==> config.mk <==
export PLATFORM = sky130hd
export DESIGN_NAME = alu_issue_ctrl_flat
export DESIGN_NICKNAME = d
export VERILOG_FILES = /design/src/rtl/alu_issue_ctrl_pkg.sv /design/src/rtl/alu_issue_ctrl_if.sv /design/src/rtl/alu_issue_ctrl_cmd_fifo.sv /design/src/rtl/alu_issue_ctrl.sv /design/src/flat_wrapper.sv
export SDC_FILE = /design/constraint.sdc
export NUM_CORES = 1
export LEC_CHECK = 0
export BUFFER_PORTS_ARGS = -buffer_cell sky130_fd_sc_hd__buf_2
export CORE_ASPECT_RATIO = 0.6
export CORE_MARGIN = 3
export CORE_UTILIZATION = 35
export DETAILED_ROUTE_END_ITERATION = 6
export GPL_TIMING_DRIVEN = 0
export PLACE_DENSITY = 0.5
export SLEW_MARGIN = 5
export SYNTH_ARGS = -nofsm -noshare
export SYNTH_HDL_FRONTEND = slang
export SYNTH_SLANG_ARGS = --single-unit
export TNS_END_PERCENT = 30
==> constraint.sdc <==
create_clock -name clk -period 6.73 [get_ports clk]
set_clock_uncertainty 0.1 [all_clocks]
set_input_delay 0.3365 -clock clk [delete_from_list [all_inputs] [get_ports clk]]
set_output_delay 0.3365 -clock clk [all_outputs]
set_load 0.05 [all_outputs]
==> src/rtl/alu_issue_ctrl_pkg.sv <==
// rtl/alu_issue_ctrl_pkg.sv - shared types and constants for the ALU issue controller
// Contents: alu_op_e opcodes, alu_cmd_t queued command, issue_state_e FSM states,
// operand/result/tag widths.
package alu_pkg;

  localparam int ALU_OPND_W = 4;
  localparam int ALU_RES_W  = 6;
  localparam int ALU_SEL_W  = 3;
  // Tag width stored in the command queue; the top-level TAG_W must match it.
  localparam int ALU_TAG_W  = 2;

  typedef enum logic [ALU_SEL_W-1:0] {
    ADD  = 3'd0,
    OR   = 3'd1,
    AND  = 3'd2,
    XOR  = 3'd3,
    XNOR = 3'd4,
    NAND = 3'd5,
    NOR  = 3'd6,
    SUB  = 3'd7
  } alu_op_e;

  typedef struct packed {
    logic [ALU_OPND_W-1:0] a;
    logic [ALU_OPND_W-1:0] b;
    alu_op_e               sel;
    logic [ALU_TAG_W-1:0]  tag;
  } alu_cmd_t;

  typedef enum logic [1:0] {
    IDLE  = 2'd0,
    DRIVE = 2'd1,
    CAPT  = 2'd2,
    HOLD  = 2'd3
  } issue_state_e;

endpackage

==> src/rtl/alu_issue_ctrl_if.sv <==
// rtl/alu_issue_ctrl_if.sv - command, ALU-side and result signals of the issue controller
// slave (controller view):  in_* command in, in_ready out; alu_a/b/sel out, alu_result in;
//                           out_valid/result/tag/sel out, out_ready in; count out.
// master (environment view): the same signals with opposite directions.
interface alu_issue_ctrl_if #(
  parameter int TAG_W = 2,
  parameter int DEPTH = 4
);
  logic                       in_valid;
  logic                       in_ready;
  logic [3:0]                 in_a;
  logic [3:0]                 in_b;
  logic [2:0]                 in_sel;
  logic [TAG_W-1:0]           in_tag;
  logic [3:0]                 alu_a;
  logic [3:0]                 alu_b;
  logic [2:0]                 alu_sel;
  logic [5:0]                 alu_result;
  logic                       out_valid;
  logic                       out_ready;
  logic [5:0]                 out_result;
  logic [TAG_W-1:0]           out_tag;
  logic [2:0]                 out_sel;
  logic [$clog2(DEPTH+1)-1:0] count;

  modport slave (
    input  in_valid, in_a, in_b, in_sel, in_tag, alu_result, out_ready,
    output in_ready, alu_a, alu_b, alu_sel, out_valid, out_result, out_tag, out_sel, count
  );

  modport master (
    output in_valid, in_a, in_b, in_sel, in_tag, alu_result, out_ready,
    input  in_ready, alu_a, alu_b, alu_sel, out_valid, out_result, out_tag, out_sel, count
  );
endinterface

==> src/rtl/alu_issue_ctrl_cmd_fifo.sv <==
// rtl/alu_issue_ctrl_cmd_fifo.sv - synchronous command FIFO for the ALU issue controller
// Ports: clk, rst (sync active-high); push/push_cmd write; pop advances head;
// head is the oldest entry; full/empty/count from registered occupancy.
module alu_cmd_fifo
  import alu_pkg::*;
#(
  parameter int DEPTH = 4
) (
  input  logic                       clk,
  input  logic                       rst,
  input  logic                       push,
  input  alu_cmd_t                   push_cmd,
  input  logic                       pop,
  output alu_cmd_t                   head,
  output logic                       full,
  output logic                       empty,
  output logic [$clog2(DEPTH+1)-1:0] count
);
  localparam int AW = $clog2(DEPTH);
  localparam int CW = $clog2(DEPTH+1);

  alu_cmd_t        mem [DEPTH];
  logic [AW-1:0]   wptr;
  logic [AW-1:0]   rptr;

  assign full  = (count == CW'(DEPTH));
  assign empty = (count == '0);
  assign head  = mem[rptr];

  // Storage carries no reset; only pointers and occupancy define validity.
  always_ff @(posedge clk) begin
    if (push) begin
      mem[wptr] <= push_cmd;
    end
  end

  // DEPTH is a power of two, so pointers wrap by natural overflow.
  always_ff @(posedge clk) begin
    if (rst) begin
      wptr  <= '0;
      rptr  <= '0;
      count <= '0;
    end else begin
      if (push) wptr <= wptr + AW'(1);
      if (pop)  rptr <= rptr + AW'(1);
      case ({push, pop})
        2'b10:   count <= count + CW'(1);
        2'b01:   count <= count - CW'(1);
        default: count <= count;
      endcase
    end
  end
endmodule

==> src/rtl/alu_issue_ctrl.sv <==
// rtl/alu_issue_ctrl.sv - queues ALU commands, issues one at a time, returns tagged results
// Ports: clk, rst (sync active-high); bus (alu_issue_ctrl_if.slave) carrying the
// command stream, the registered-ALU operand/result path and the result stream.
module alu_issue_ctrl
  import alu_pkg::*;
#(
  parameter int DEPTH = 4,
  parameter int TAG_W = ALU_TAG_W
) (
  input logic             clk,
  input logic             rst,
  alu_issue_ctrl_if.slave bus
);
  localparam int CW = $clog2(DEPTH+1);

  issue_state_e         state;
  issue_state_e         state_nxt;
  alu_cmd_t             push_cmd;
  alu_cmd_t             head;
  logic                 push;
  logic                 pop;
  logic                 full;
  logic                 empty;
  logic [CW-1:0]        fifo_count;
  logic [TAG_W-1:0]     pend_tag;
  alu_op_e              pend_sel;

  assign push_cmd = '{a: bus.in_a, b: bus.in_b, sel: alu_op_e'(bus.in_sel), tag: bus.in_tag};

  // Readiness comes from registered occupancy only: a full queue refuses a
  // push even in a cycle where the FSM pops.
  assign bus.in_ready = !full;
  assign push         = bus.in_valid && !full;
  assign bus.count    = fifo_count;

  alu_cmd_fifo #(.DEPTH(DEPTH)) u_fifo (
    .clk      (clk),
    .rst      (rst),
    .push     (push),
    .push_cmd (push_cmd),
    .pop      (pop),
    .head     (head),
    .full     (full),
    .empty    (empty),
    .count    (fifo_count)
  );

  always_ff @(posedge clk) begin
    if (rst) state <= IDLE;
    else     state <= state_nxt;
  end

  // HOLD chains straight into DRIVE on a handshake so back-to-back commands
  // cost three cycles each instead of four.
  always_comb begin
    state_nxt = state;
    pop       = 1'b0;
    case (state)
      IDLE: begin
        if (!empty) begin
          pop       = 1'b1;
          state_nxt = DRIVE;
        end
      end
      DRIVE: state_nxt = CAPT;
      CAPT:  state_nxt = HOLD;
      HOLD: begin
        if (bus.out_ready) begin
          if (!empty) begin
            pop       = 1'b1;
            state_nxt = DRIVE;
          end else begin
            state_nxt = IDLE;
          end
        end
      end
      default: state_nxt = IDLE;
    endcase
  end

  // Operands change only on a pop; the ALU output is sampled only in CAPT,
  // two edges after the operands were loaded.
  always_ff @(posedge clk) begin
    if (rst) begin
      bus.alu_a      <= '0;
      bus.alu_b      <= '0;
      bus.alu_sel    <= '0;
      pend_tag       <= '0;
      pend_sel       <= ADD;
      bus.out_valid  <= 1'b0;
      bus.out_result <= '0;
      bus.out_tag    <= '0;
      bus.out_sel    <= '0;
    end else begin
      if (pop) begin
        bus.alu_a   <= head.a;
        bus.alu_b   <= head.b;
        bus.alu_sel <= head.sel;
        pend_tag    <= head.tag;
        pend_sel    <= head.sel;
      end
      if (state == CAPT) begin
        bus.out_result <= bus.alu_result;
        bus.out_tag    <= pend_tag;
        bus.out_sel    <= pend_sel;
        bus.out_valid  <= 1'b1;
      end else if (state == HOLD && bus.out_ready) begin
        bus.out_valid  <= 1'b0;
      end
    end
  end
endmodule

==> src/flat_wrapper.sv <==
// flat-port wrapper written by rule: the top's interface ports become plain ports
module alu_issue_ctrl_flat import alu_pkg::*;
#(
  parameter int DEPTH = 4,
  parameter int TAG_W = ALU_TAG_W
)
  (clk, rst, bus_in_valid, bus_in_a, bus_in_b, bus_in_sel, bus_in_tag, bus_alu_result, bus_out_ready, bus_in_ready, bus_alu_a, bus_alu_b, bus_alu_sel, bus_out_valid, bus_out_result, bus_out_tag, bus_out_sel, bus_count);
  alu_issue_ctrl_if #(.TAG_W(TAG_W), .DEPTH(DEPTH)) bus_i ();
  input logic clk;
  input logic rst;
  input wire logic [$bits(bus_i.in_valid)-1:0] bus_in_valid;
  input wire logic [$bits(bus_i.in_a)-1:0] bus_in_a;
  input wire logic [$bits(bus_i.in_b)-1:0] bus_in_b;
  input wire logic [$bits(bus_i.in_sel)-1:0] bus_in_sel;
  input wire logic [$bits(bus_i.in_tag)-1:0] bus_in_tag;
  input wire logic [$bits(bus_i.alu_result)-1:0] bus_alu_result;
  input wire logic [$bits(bus_i.out_ready)-1:0] bus_out_ready;
  output wire logic [$bits(bus_i.in_ready)-1:0] bus_in_ready;
  output wire logic [$bits(bus_i.alu_a)-1:0] bus_alu_a;
  output wire logic [$bits(bus_i.alu_b)-1:0] bus_alu_b;
  output wire logic [$bits(bus_i.alu_sel)-1:0] bus_alu_sel;
  output wire logic [$bits(bus_i.out_valid)-1:0] bus_out_valid;
  output wire logic [$bits(bus_i.out_result)-1:0] bus_out_result;
  output wire logic [$bits(bus_i.out_tag)-1:0] bus_out_tag;
  output wire logic [$bits(bus_i.out_sel)-1:0] bus_out_sel;
  output wire logic [$bits(bus_i.count)-1:0] bus_count;
  assign bus_i.in_valid = bus_in_valid;
  assign bus_i.in_a = bus_in_a;
  assign bus_i.in_b = bus_in_b;
  assign bus_i.in_sel = bus_in_sel;
  assign bus_i.in_tag = bus_in_tag;
  assign bus_i.alu_result = bus_alu_result;
  assign bus_i.out_ready = bus_out_ready;
  assign bus_in_ready = bus_i.in_ready;
  assign bus_alu_a = bus_i.alu_a;
  assign bus_alu_b = bus_i.alu_b;
  assign bus_alu_sel = bus_i.alu_sel;
  assign bus_out_valid = bus_i.out_valid;
  assign bus_out_result = bus_i.out_result;
  assign bus_out_tag = bus_i.out_tag;
  assign bus_out_sel = bus_i.out_sel;
  assign bus_count = bus_i.count;
  alu_issue_ctrl #(.DEPTH(DEPTH), .TAG_W(TAG_W)) u_core (.clk(clk), .rst(rst), .bus(bus_i));
endmodule
After elaboration in Yosys (flattened, before gate mapping)
Memories as Yosys holds them, arrays and structs flattened. A register that Yosys moved wholly into a read port is not among the register bits. Index checks and enable logic that the tools add are counted. W data, S select, Z words.

Logic and storage cells: 41. Memories: 1. Register bits after elaboration: 21. Input bits: 23. RAM bits: 52.

Reductions and logical operators: 8. Eq/ne operators: 8. Mux-type cells: 12. Add/subtract/negate cells: 4.

Memories: u_core.u_fifo.mem (words 4, bits a word 13, rd ports 1, clocked after memory_dff 1, write ports 1, RTL line alu_issue_ctrl_cmd_fifo.sv:22) `alu_cmd_t mem [DEPTH];`.

Operator list (count): $pmux W2 S4 (1); $mux W1 (7); $eq A2 B2 Y1 const B (3); $pmux W3 S2 (1); $add A2 B1 Y2 const B (2); $eq A2 B1 Y1 const B (2); $mux W2 (2); $ne A2 B2 Y1 const B (2); $reduce_bool A2 Y1 (2); $add A3 B1 Y3 const B (1); $eq A3 B3 Y1 const B (1); $logic_not A3 Y1 (1); $sub A3 B1 Y3 const B (1); $logic_and A1 B1 Y1 (2); $logic_not A2 Y1 (1); $pmux W1 S2 (1); $reduce_and A2 Y1 (1); $logic_not A1 Y1 (1).

Longest topological paths before layout
Gate-level depths: netlist of run 1.

Word-level depth: 6. Gate-level depth with buffers: 10.

Cells and area by module
From an unflattened synthesis of run 1, not the netlist that was laid out.

Cell total of the unflattened synthesis: 231. Area total of the unflattened synthesis: 3510.9 um^2.

By module, submodules not included: alu_cmd_fifo (area each 2316.0 um^2, cells each 114, instances 1); alu_issue_ctrl (area each 1194.9 um^2, cells each 117, instances 1).

Least setup slack after synthesis of run 1
No wires, ideal clock.

Path type: reg2reg. From: register u_core.u_fifo.count[2]. To: register u_core.u_fifo.count[2]. Library setup time: 0.070 ns. Stages on the path, launching flop included: 10. Path slack: 4.058 ns. Data arrival time: 2.502 ns. Buffers on the path: 1. Data required time: 6.560 ns. Clock period less this slack: 2.672 ns. Cell sequence: dfxtp_1 -> or3b_1 -> buf_6 -> nand2_1 -> ha_1 -> inv_1 -> fa_1 -> xor2_1 -> or3_1 -> a21oi_1.

RTL lines: start, declared (RTL line alu_issue_ctrl_cmd_fifo.sv:17) `output logic [$clog2(DEPTH+1)-1:0] count`; start signal, assigned (RTL line alu_issue_ctrl_cmd_fifo.sv:47) `2'b10: count <= count + CW'(1);`; start signal, assigned (RTL line alu_issue_ctrl_cmd_fifo.sv:48) `2'b01: count <= count - CW'(1);`; start signal, assigned (RTL line alu_issue_ctrl_cmd_fifo.sv:49) `default: count <= count;`; $eq A3 B3 Y1 * (RTL line alu_issue_ctrl_cmd_fifo.sv:26) `assign full = (count == CW'(DEPTH));`; $logic_not A1 Y1 *; named net bus_in_ready (RTL line flat_wrapper.sv:18) `output wire logic [$bits(bus_i.in_ready)-1:0] bus_in_ready;`; $logic_and A1 B1 Y1 * (RTL line alu_issue_ctrl.sv:33) `assign push = bus.in_valid && !full;`; $eq A2 B1 Y1 / $eq A2 B2 Y1 (equally long branches) (RTL line alu_issue_ctrl_cmd_fifo.sv:46) `case ({push, pop})`; $pmux W3 S2 / $reduce_bool A2 Y1 (equally long branches).

Mark *: on every way through the listed nets, which the timed path passes. The rest lies on a longest branch. A chain may end at the register's enable or synchronous reset.

Final worst setup path of run 1
From: register u_core.state[0]. To: register u_core.u_fifo.count[2].

Word-level cells in the longest chain between the ends: 4.

RTL lines: start, declared (RTL line alu_issue_ctrl.sv:16) `issue_state_e state;`; start signal, assigned (RTL line alu_issue_ctrl.sv:50) `else state <= state_nxt;`; $eq A2 B2 Y1 / $logic_not A2 Y1 (equally long branches) (RTL line alu_issue_ctrl.sv:58) `case (state)`; $pmux W1 S2 * (RTL line alu_issue_ctrl.sv:58); named net u_core.pop (RTL line alu_issue_ctrl.sv:21) `logic pop;`; $eq A2 B1 Y1 / $eq A2 B2 Y1 (equally long branches) (RTL line alu_issue_ctrl_cmd_fifo.sv:46); $pmux W3 S2 / $reduce_bool A2 Y1 (equally long branches).

Marks and branches as above.

==> results of run 1 <==
==> stage by stage <==
step / instances / power [uW]
6_report: 436 / 1960
4_1_cts: 436 / 1980
5_1_grt: 436 / 2080
3_3_place_gp: 420 / 1490
2_1_floorplan: 243 / 1290
3_5_place_dp: 420 / 1500
==> placed cells by master, fill, tap and decap left out, drive strengths merged <==
master / n
a21o: 5
a21oi: 21
a31o: 1
a31oi: 1
a41oi: 1
and2b: 1
and3: 4
buf: 57
bufinv: 1
clkbuf: 17
clkinv: 6
dfxtp: 34
edfxtp: 52
fa: 1
ha: 9
inv: 8
mux2i: 11
mux4: 13
nand2: 3
nand2b: 1
nand3: 4
nand4: 13
nor2: 16
nor3: 2
o211ai: 1
o21ai: 1
o31ai: 14
or2b: 1
or3: 2
or3b: 1
or4: 1
or4b: 1
xor2: 2
==> how the worst max path moves through the flow <==
stage	startpoint	endpoint	depth (start not counted)	slack, ns
5_1_grt	u_core.state[0]	u_core.u_fifo.count[2]	10	3.69
3_5_place_dp	u_core.state[0]	u_core.u_fifo.count[2]	10	3.90
3_3_place_gp	u_core.state[0]	u_core.u_fifo.count[2]	10	3.91
6_report	u_core.state[0]	u_core.u_fifo.count[2]	10	3.90
4_1_cts	u_core.state[0]	u_core.u_fifo.count[2]	10	3.89
2_1_floorplan	u_core.u_fifo.count[2]	u_core.u_fifo.count[2]	9	4.06
==> flip-flops by register name, summed over array words and instances (netlist names), 3 cells and up <==
register	flops
u_core.bus.out_sel	3
u_core.pend_sel	3
u_core.bus.out_result	6
u_core.u_fifo.count	3
u_core.bus.alu_a	4
u_core.u_fifo.mem	52
u_core.bus.alu_b	4
==> synth_stat cells, types with 2 or more instances <==
cell type	instances	area share [%]
edfxtp_1	52	44
dfxtp_1	34	19
a21oi_1	21	3.0
nor2_1	16	1.7
o31ai_1	14	3.0
nand4_1	13	2.3
mux2i_1	11	3.1
ha_1	9	3.2
inv_1	8	0.85
clkbuf_1	7	0.74
mux4_1	7	5.2
mux4_2	6	3.8
a21o_1	4	0.85
and3_1	4	0.71
buf_2	4	0.57
nand3_1	4	0.57
buf_6	3	0.96
nand2_1	3	0.32
buf_1	2	0.21
or3_1	2	0.35
xor2_1	2	0.50
==> final cells by class <==
cell class / count / share of cell area (%)
flip-flops and latches: 86 / 53.1
multi-input cells: 131 / 27.0
repair buffers: 47 / 5.57
clock buffers: 9 / 5.33
well taps: 130 / 3.85
plain buffers: 18 / 2.87
clock inverters: 7 / 1.54
inverters: 8 / 0.711
==> power by group through the flow <==
| stage | sequential, uW | clock [uW] | combinational (uW) |
|---|---|---|---|
| after floorplan | 865 | 0 | 429 |
| after global placement | 721 | 0 | 767 |
| after detailed placement | 723 | 0 | 775 |
| after CTS | 713 | 491 | 778 |
| after global routing | 726 | 515 | 838 |
| final | 711 | 478 | 772 |
==> per-layer routing <==
layer,GRT usage [%],part of all wire [%]
met4,3.84,0.98
met3,4.34,5.0
met2,19.7,43
met5,0,0
met1,20.6,51
==> cell families (layout without fill, tap and decap cells) <==
group                      count (synthesis)  count (layout)
muxes                                     24              24
and+or+nand+nor                           50              50
DFF                                       86              86
xor gates and xnor gates                   2               2
AOI/OAI and AO/OA                         45              45
adders and majority gates                 10              10
buffers and inverters                     26              89
==> reports/metrics.csv, run 1 <==
metric;value;unit
status;complete, no violations;
crit_path_top_delay_cell;dfxtp_1;
pwr-share-comb;39.4;%
path_max_fanout;9;
p_int;1180;uW
hold_ws;0.121;ns
synthMuxAreaShare;12.1;%
die-height;83.8;um
path_buf_inv;3;
synth_top_family_by_area;multiplexers;
synth_fa_ha_area_share;3.75;%
post-cts-setup-buffers;0;
port_buffers;47;
hpwl;5240;um
async_reset_ff_share;0;%
crit_family;adder cells;
fp.dieW;136;um
finalWorstSetupSlack;3.90;ns
final_antenna_net_count;0;
synthSimpleGateAreaFrac;7.82;%
num-fill-cells;871;
grt_pass1_vias;2194;
synth_compound_area_share;8.07;%
area_growth;19.5;%
drt_first_pass_iters;4;
synth_edf_count;52;
drv_slew;0;
dpl-instance-area;3930;um^2
p_per_area;465;nW/um^2
crit_path_cell_trace;inv_1 -> ha_1 -> clkbuf_1 -> nor3_1 -> ha_1 -> inv_1 -> fa_1 -> xor2_1 -> or3_1 -> a21oi_1;
clockPowerShare;24.4;%
core-area;9490;um^2
track_usage;13.9;%
fin_crit_sh;42.0;%
rsz0062_at_grt;false;
htree_levels;3;
synth_warnings;0;
antenna_found_initial;0;
num_antenna_cells;0;
peakVddDrop;157;uV
holdPathStages;1;
synth_seq_area_share;63.4;%
regArea;2240;um^2
max_stage_delay;0.39;ns
endpoint_kind;register;
hp-start;bus_in_a[1];
die-area;11400;um^2
viasPerCell;4.97;
required;6.89;ns
drc;0;
grt_pass1_wl;12000;um
drv_cap;0;
utilization;44.5;%
hold_path.class;input port to register;
numCtsBuffers;9;
ys.flop_type;edfxtp_1;
p_seq_share;36.2;%
hold_buffers;0;
post_cts_resized;0;
cts_root_buf;clkbuf_16;
multiInputGateArea;1140;um^2
relSlewSlack;43.4;%
critical_path.startpoint_type;register;
drive_above_1_share;26.1;%
clk_latency;0.33;ns
switchingPower;777;uW
clock_sinks;86;
ff2ff_path_depth;10;
cts_tree;done;
avgSynthCellArea;14.5;um^2
synth_area;3530;um^2
crit_type;register to register;
num_vias;2165;
gp_congestion;0.740;
synth_xor_area_share;0.496;%
initial_utilization;37.2;%
rrSetupSlack;3.90;ns
boundaryPins;50;
setup_tns;0;ns
grt_overflow;0;
grt_max_degree;15;
cp.arrival;2.98;ns
p_leak;0.00157;uW
dp_worst_setup_slack;3.90;ns
timing.fmax;0.354;GHz
nets;334;
num_rows;27;
r2r_end;u_core.u_fifo.count[2];
p_sw_share;39.6;%
setup_violations;0;
wirelength;7540;um
clk_path_buf_depth;2;
syn_inst;243;
ys_seq_elements;86;
finalHoldViolCount;0;
r2r_start;u_core.state[0];
initialDrtViolationCount;128;
final_area;4220;um^2
tightestPinTransition;0.849;ns
clk_pin_slew_worst_paths;0.06;ns
ys_types;38;
synth_nets;276;
wl_per_cell;17.3;um
post-route-min-period;2.83;ns
min_to;u_core.u_fifo.mem[3][10];
No activity file was read; power rests on OpenSTA's default activity.
==> run 2: changes to the inputs <==
==> constraint.sdc (replaced) <==
create_clock -name clk -period 2.9 [get_ports clk]
set_clock_uncertainty 0.1 [all_clocks]
set_input_delay 0.145 -clock clk [delete_from_list [all_inputs] [get_ports clk]]
set_output_delay 0.145 -clock clk [all_outputs]
set_load 0.05 [all_outputs]
==> run 2 against run 1 <==
- critical path depth is the same
- routed wire length grew 1.8%
- worst hold slack worse by 0.062 ns
- sequential share of layout area shrank 2.5 points
- via count rose by 3.6%
- count of clock-buffer cells in the layout is the same
- cell area increased by 4.9%
- clock power up 130%
- register-to-register slack worse by 3.7 ns
- highest routed layer unchanged
==> reports/metrics.csv, run 2 (synthesis gave the netlist of run 1 again) <==
metric;value;unit;change
relSlewSlack;42.9;%;-0.45 points
viasPerCell;4.92;;-0.94%
p_leak;0.00165;uW;+5.4%
top_regs;u_core.u_fifo.mem x52, u_core.bus.out_result x6;;
largest_register_ffs;52;;unchanged
die-height;83.8;um;unchanged
grt_max_degree;15;;unchanged
final_antenna_net_count;0;;unchanged
cp.arrival;2.84;ns;-0.14 ns
required;3.06;ns;-3.83 ns
num_antenna_cells;0;;unchanged
regArea;2240;um^2;unchanged
tightestPinTransition;0.856;ns;+0.00670 ns
drc;0;;unchanged
critical_path.startpoint_type;register;;
hold_path.class;input port to register;;
clock_sinks;86;;unchanged
post-route-min-period;2.68;ns;-0.141 ns
clk_path_buf_depth;2;;unchanged
status;complete, no violations;;
ff2ff_path_depth;10;;unchanged
grt_pass1_vias;2262;;+3.1%
top_register;u_core.u_fifo.mem;;
gp_congestion;0.740;;unchanged
htree_levels;3;;unchanged
cts_root_buf;clkbuf_16;;
clk_latency;0.33;ns;about the same
wirelength;7680;um;+1.8%
numCtsBuffers;9;;unchanged
num_vias;2243;;+3.6%
antenna_found_initial;0;;unchanged
port_buffers;47;;unchanged
initialDrtViolationCount;154;;+20%
fp.dieW;136;um;unchanged
holdPathStages;4;;+3
drv_cap;0;;unchanged
grt_pass1_wl;12200;um;+1.3%
clk_pin_slew_worst_paths;0.06;ns;about the same
final_cell_mix;edfxtp_1 (52), buf_2 (51), dfxtp_1 (34);;
cts_tree;done;;
nets;354;;+6.0%
path_max_fanout;9;;unchanged
drt_first_pass_iters;4;;unchanged
drv_slew;0;;unchanged
rsz0062_at_grt;false;;
hpwl;5240;um;unchanged
crit_path_top_delay_cell;dfxtp_1;;
endpoint_kind;register;;
crit_type;register to register;;
area_growth;25.3;%;
drive_above_1_share;24.8;%;-1.3 points
finalHoldViolCount;0;;unchanged
peakVddDrop;368;uV;+130%
grt_overflow;0;;unchanged
num-fill-cells;860;;-1.3%
max_stage_delay;0.39;ns;about the same
p_per_area;1040;nW/um^2;+120%
initial_utilization;37.2;%;unchanged
timing.fmax;0.372;GHz;+5.2%
setup_tns;0;ns;unchanged
multiInputGateArea;1150;um^2;+0.44%
wl_per_cell;16.8;um;-2.7%
die-area;11400;um^2;unchanged
track_usage;14.1;%;+0.15 points
crit_path_cell_trace;inv_1 -> ha_1 -> clkbuf_1 -> nor3_2 -> ha_1 -> inv_1 -> fa_1 -> xor2_1 -> or3_1 -> a21oi_1;;
num_rows;27;;unchanged
final_common_cell;edfxtp_1;;
core-area;9490;um^2;unchanged
boundaryPins;50;;unchanged
setup_violations;0;;unchanged
fin_crit_sh;92.6;%;+51 points
utilization;46.6;%;+2.2 points
-- run 2: cell count changes in the layout (fill, tap and decap cells not counted) --
cell and change:
dlygate4sd3_1 +20, nor3_1 -1, nor3_2 +1
-- run 2: worst max-delay path: cells and delay by family, from the launching register on --
family	cells	cell delay, ns
buffers and inverters	3	0.38
AO/OA/AOI/OAI	1	0.14
XOR/XNOR	1	0.17
flip-flops	1	0.39
AND/OR/NAND/NOR	2	0.55
adder cells (fa/ha/maj)	3	0.89
-- run 2: through the flow --
step	setup WS [ns]	total power, uW	hold WS, ns	area, um^2	cells
floorplan	0.228	3000	0.144	3530	243
global placement	0.0788	3450	0.261	3930	420
detailed placement	0.0714	3480	0.262	3930	420
CTS	0.0565	4620	0.0529	4420	456
global route	0.0218	4860	0.0749	4430	456
finish	0.215	4590	0.0590	4430	456
-- run 2: cell type report --
type | count | share of cell area (%)
Buffer | 18 | 2.74
Timing Repair Buffer | 67 | 9.83
Tap cell | 130 | 3.67
Sequential cell | 86 | 50.6
Clock inverter | 7 | 1.47
Clock buffer | 9 | 5.09
Multi-Input combinational cell | 131 | 25.9
Inverter | 8 | 0.678
-- run 2: worst paths after layout --
path / from / endpoint / slack (ns)
setup / recovery: u_core.state[0] / u_core.u_fifo.count[2] / 0.22
setup reg to reg: u_core.state[0] / u_core.u_fifo.count[2] / 0.22
hold / removal: bus_out_ready / u_core.bus.out_valid / 0.06
hold reg to reg: u_core.bus.alu_b[1] / u_core.bus.alu_b[1] / 0.38
-- run 2: what timing repair did --
item                                    in CTS  in global routing
setup buffers                                0                  0
hold buffers                                20                  0
gates resized for setup                      0                  1
endpoints found under the setup margin       0                  1
endpoints found under the hold margin       61                  0
-- run 2: report_power, final --
part / switching, uW / total (uW) / internal (uW)
logic: 1240 / 1830 / 588
registers: 129 / 1650 / 1520
clock network: 452 / 1110 / 661
-- run 2: layer usage --
layer	GRT usage, %	share of wire, %	vias up
met1	20.7	52	1096
met3	4.16	4.6	8
li1	-	-	1094
met4	3.84	0.91	0
met2	20.2	43	45
met5	0	0	-
==> run 3: changes to the inputs <==
--- a/config.mk
+++ b/config.mk
@@ -15,5 +15,6 @@
 export SLEW_MARGIN = 5
 export SYNTH_ARGS = -nofsm -noshare
 export SYNTH_HDL_FRONTEND = slang
+export SYNTH_HIERARCHICAL = 1
 export SYNTH_SLANG_ARGS = --single-unit
 export TNS_END_PERCENT = 30
==> run 3 against run 2 <==
- sequential cell count is 2 higher
- synthesized area down 0.67%
- global-route usage decreased by 0.92 points
- routed wire length down 9.5%
- die area decreased by 0.63%
- critical path depth stayed put
- clock power is 11% higher
- utilization up 0.35 points
- synthesized cell count is 4.9% lower
- setup slack better by 0.035 ns
- non-clock buffer count shrank 6
- fmax is 1.3% higher
==> reports/metrics.csv, run 3 <==
metric;value;unit;change
num_vias;1998;;-11%
nets;345;;-2.5%
rrSetupSlack;0.25;ns;+0.04 ns
synth_area_leader_cell;edfxtp_1;;
tightestPinTransition;0.847;ns;-0.00903 ns
final_cell_mix;buf_2 (52), edfxtp_1 (52), dfxtp_1 (36);;
grt_overflow;0;;unchanged
post_cts_resized;0;;unchanged
syn_inst;231;;-4.9%
drv_cap;0;;unchanged
cp.arrival;2.82;ns;-0.02 ns
synth_top_area_share;44.5;%;+0.30 points
num_antenna_cells;0;;unchanged
synth_area;3510;um^2;-0.67%
setup_violations;0;;unchanged
p_leak;0.00167;uW;+1.0%
multiInputGateArea;1130;um^2;-1.4%
clk_pin_slew_worst_paths;0.06;ns;about the same
dp_worst_setup_slack;0.0798;ns;+0.00834 ns
htree_levels;3;;unchanged
avgSynthCellArea;15.2;um^2;+4.5%
area_growth;26.6;%;
grt_pass1_vias;1975;;-13%
ys_seq_elements;88;;+2.3%
setup_tns;0;ns;unchanged
endpoint_kind;register;;
largest_register_ffs;52;;unchanged
drv_slew;0;;unchanged
rsz0062_at_grt;false;;
fin_crit_sh;91.4;%;-1.2 points
status;complete, no violations;;
cts_root_buf;clkbuf_16;;
async_reset_ff_share;0;%;unchanged
boundaryPins;50;;unchanged
final_antenna_net_count;0;;unchanged
hpwl;4730;um;-9.9%
die-area;11300;um^2;-0.63%
relSlewSlack;43.1;%;+0.17 points
timing.fmax;0.377;GHz;+1.3%
crit_type;register to register;;
hp-start;rst;;
viasPerCell;4.47;;-9.1%
clk_path_buf_depth;2;;unchanged
regArea;2280;um^2;+1.8%
drt_first_pass_iters;6;;+2
hold_path.class;input port to register;;
finalHoldViolCount;0;;unchanged
post-route-min-period;2.65;ns;-0.0353 ns
r2r_start;u_core/state[0];;
ys_top_cells_by_count;edfxtp_1 (52), dfxtp_1 (36), nand2b_1 (27), mux2i_1 (25), nor2_1 (20);;
ys_top_cells_by_area;edfxtp_1 (44%), dfxtp_1 (21%), mux2i_1 (7.1%);;
num-fill-cells;873;;+1.5%
ys.flop_type;edfxtp_1;;
crit_path_top_delay_cell;fa_1;;
cp-startpoint;u_core/state[0];;
ff2ff_path_depth;10;;unchanged
fp.dieW;135;um;-0.32%
synth_edf_count;52;;unchanged
peakVddDrop;416;uV;+13%
drive_above_1_share;26.8;%;+2.0 points
required;3.07;ns;about the same
crit_path_cell_trace;inv_1 -> ha_1 -> nor3_4 -> buf_12 -> ha_1 -> inv_1 -> fa_1 -> xor2_1 -> or3_1 -> a21oi_1;;
antenna_found_initial;0;;unchanged
die-height;83.6;um;-0.31%
wl_per_cell;15.5;um;-7.7%
wirelength;6940;um;-9.5%
drc;0;;unchanged
top_register;u_core/u_fifo/mem;;
yosysMostFrequentCell;edfxtp_1;;
cts_tree;done;;
ys_types;31;;-18%
synth_nets;264;;-4.3%
clock_sinks;88;;+2.3%
synth_seq_area_share;65.0;%;+1.6 points
grt_pass1_wl;11200;um;-8.4%
grt_max_degree;16;;+1
critical_path.startpoint_type;register;;
initial_utilization;37.1;%;-0.12 points
crit_end;u_core/u_fifo/count[2];;
r2r_end;u_core/u_fifo/count[2];;
p_per_area;1000;nW/um^2;-3.6%
core-area;9460;um^2;-0.36%
clk_latency;0.34;ns;about the same
top_regs;u_core/u_fifo/mem x52, u_core/bus.out_result x6;;
numCtsBuffers;9;;unchanged
port_buffers;49;;+4.3%
initialDrtViolationCount;101;;-34%
finalWorstSetupSlack;0.250;ns;+0.0353 ns
gp_congestion;0.704;;-4.9%
max_stage_delay;0.37;ns;-0.02 ns
num_rows;27;;unchanged
utilization;47.0;%;+0.35 points
path_max_fanout;12;;+3
synth_warnings;6;;+6
track_usage;13.2;%;-0.92 points
## run 3: area by class of cell
| cell class | count | share of cell area [%] |
|---|---|---|
| sequential | 88 | 51.3 |
| multi-input combinational | 124 | 25.4 |
| inverter | 10 | 0.844 |
| clock buffer | 10 | 5.15 |
| timing repair buffer | 70 | 10.1 |
| tap | 130 | 3.66 |
| buffer | 9 | 1.38 |
| clock inverter | 6 | 2.08 |
## run 3: worst min path at each step
stage / end / cells after the start
5_1_grt: u_core/bus.alu_b[0] / 3
4_1_cts: u_core/bus.alu_b[0] / 3
2_1_floorplan: u_core/u_fifo/mem[0][0] / 0
6_report: u_core/bus.alu_b[0] / 3
3_3_place_gp: u_core/u_fifo/mem[2][8] / 1
3_5_place_dp: u_core/u_fifo/mem[1][8] / 1
## run 3: cell families after synthesis
family | count (synthesis) | share of synthesized area [%]
AND/OR/NAND/NOR | 61 | 9.48
XOR/XNOR | 5 | 1.25
AO/OA/AOI/OAI | 10 | 1.89
adder cells (fa/ha/maj) | 10 | 3.78
buffers and inverters | 19 | 2.82
multiplexers | 38 | 15.8
flip-flops | 88 | 65.0
## run 3: what timing repair did
item,4_1_cts,5_1_grt
hold buffers,19,0
setup buffers,0,2
hold endpoints to repair,58,0
endpoints found under the setup margin,0,1
## run 3: critical path, delay by kind of cell, from the launching register on
kind	cells	cell delay [ns]
AO/OA/AOI/OAI	1	0.14
XOR/XNOR	1	0.17
adder cells (fa/ha/maj)	3	0.90
buffers and inverters	3	0.36
flip-flops	1	0.35
AND/OR/NAND/NOR	2	0.55
## run 3: power by group
group / internal, uW / switching (uW)
combinational: 600 / 933
clock: 759 / 470
sequential: 1560 / 122
## run 3: stage by stage
step           total power, uW  cell area [um^2]  hold slack, ns  instances
2_1_floorplan             2860              3510           0.144        231
3_3_place_gp              3190              3920           0.262        410
3_5_place_dp              3210              3920           0.270        410
4_1_cts                   4480              4430          0.0482        445
5_1_grt                   4690              4450          0.0873        447
6_report                  4450              4450          0.0620        447
## run 3: metal layers
metal	global-route usage [%]	part of all wire [%]	vias up
met5	0	0	-
met1	19.7	52	964
li1	-	-	993
met3	4.58	3.9	9
met4	4.39	1.4	0
met2	17.6	42	32
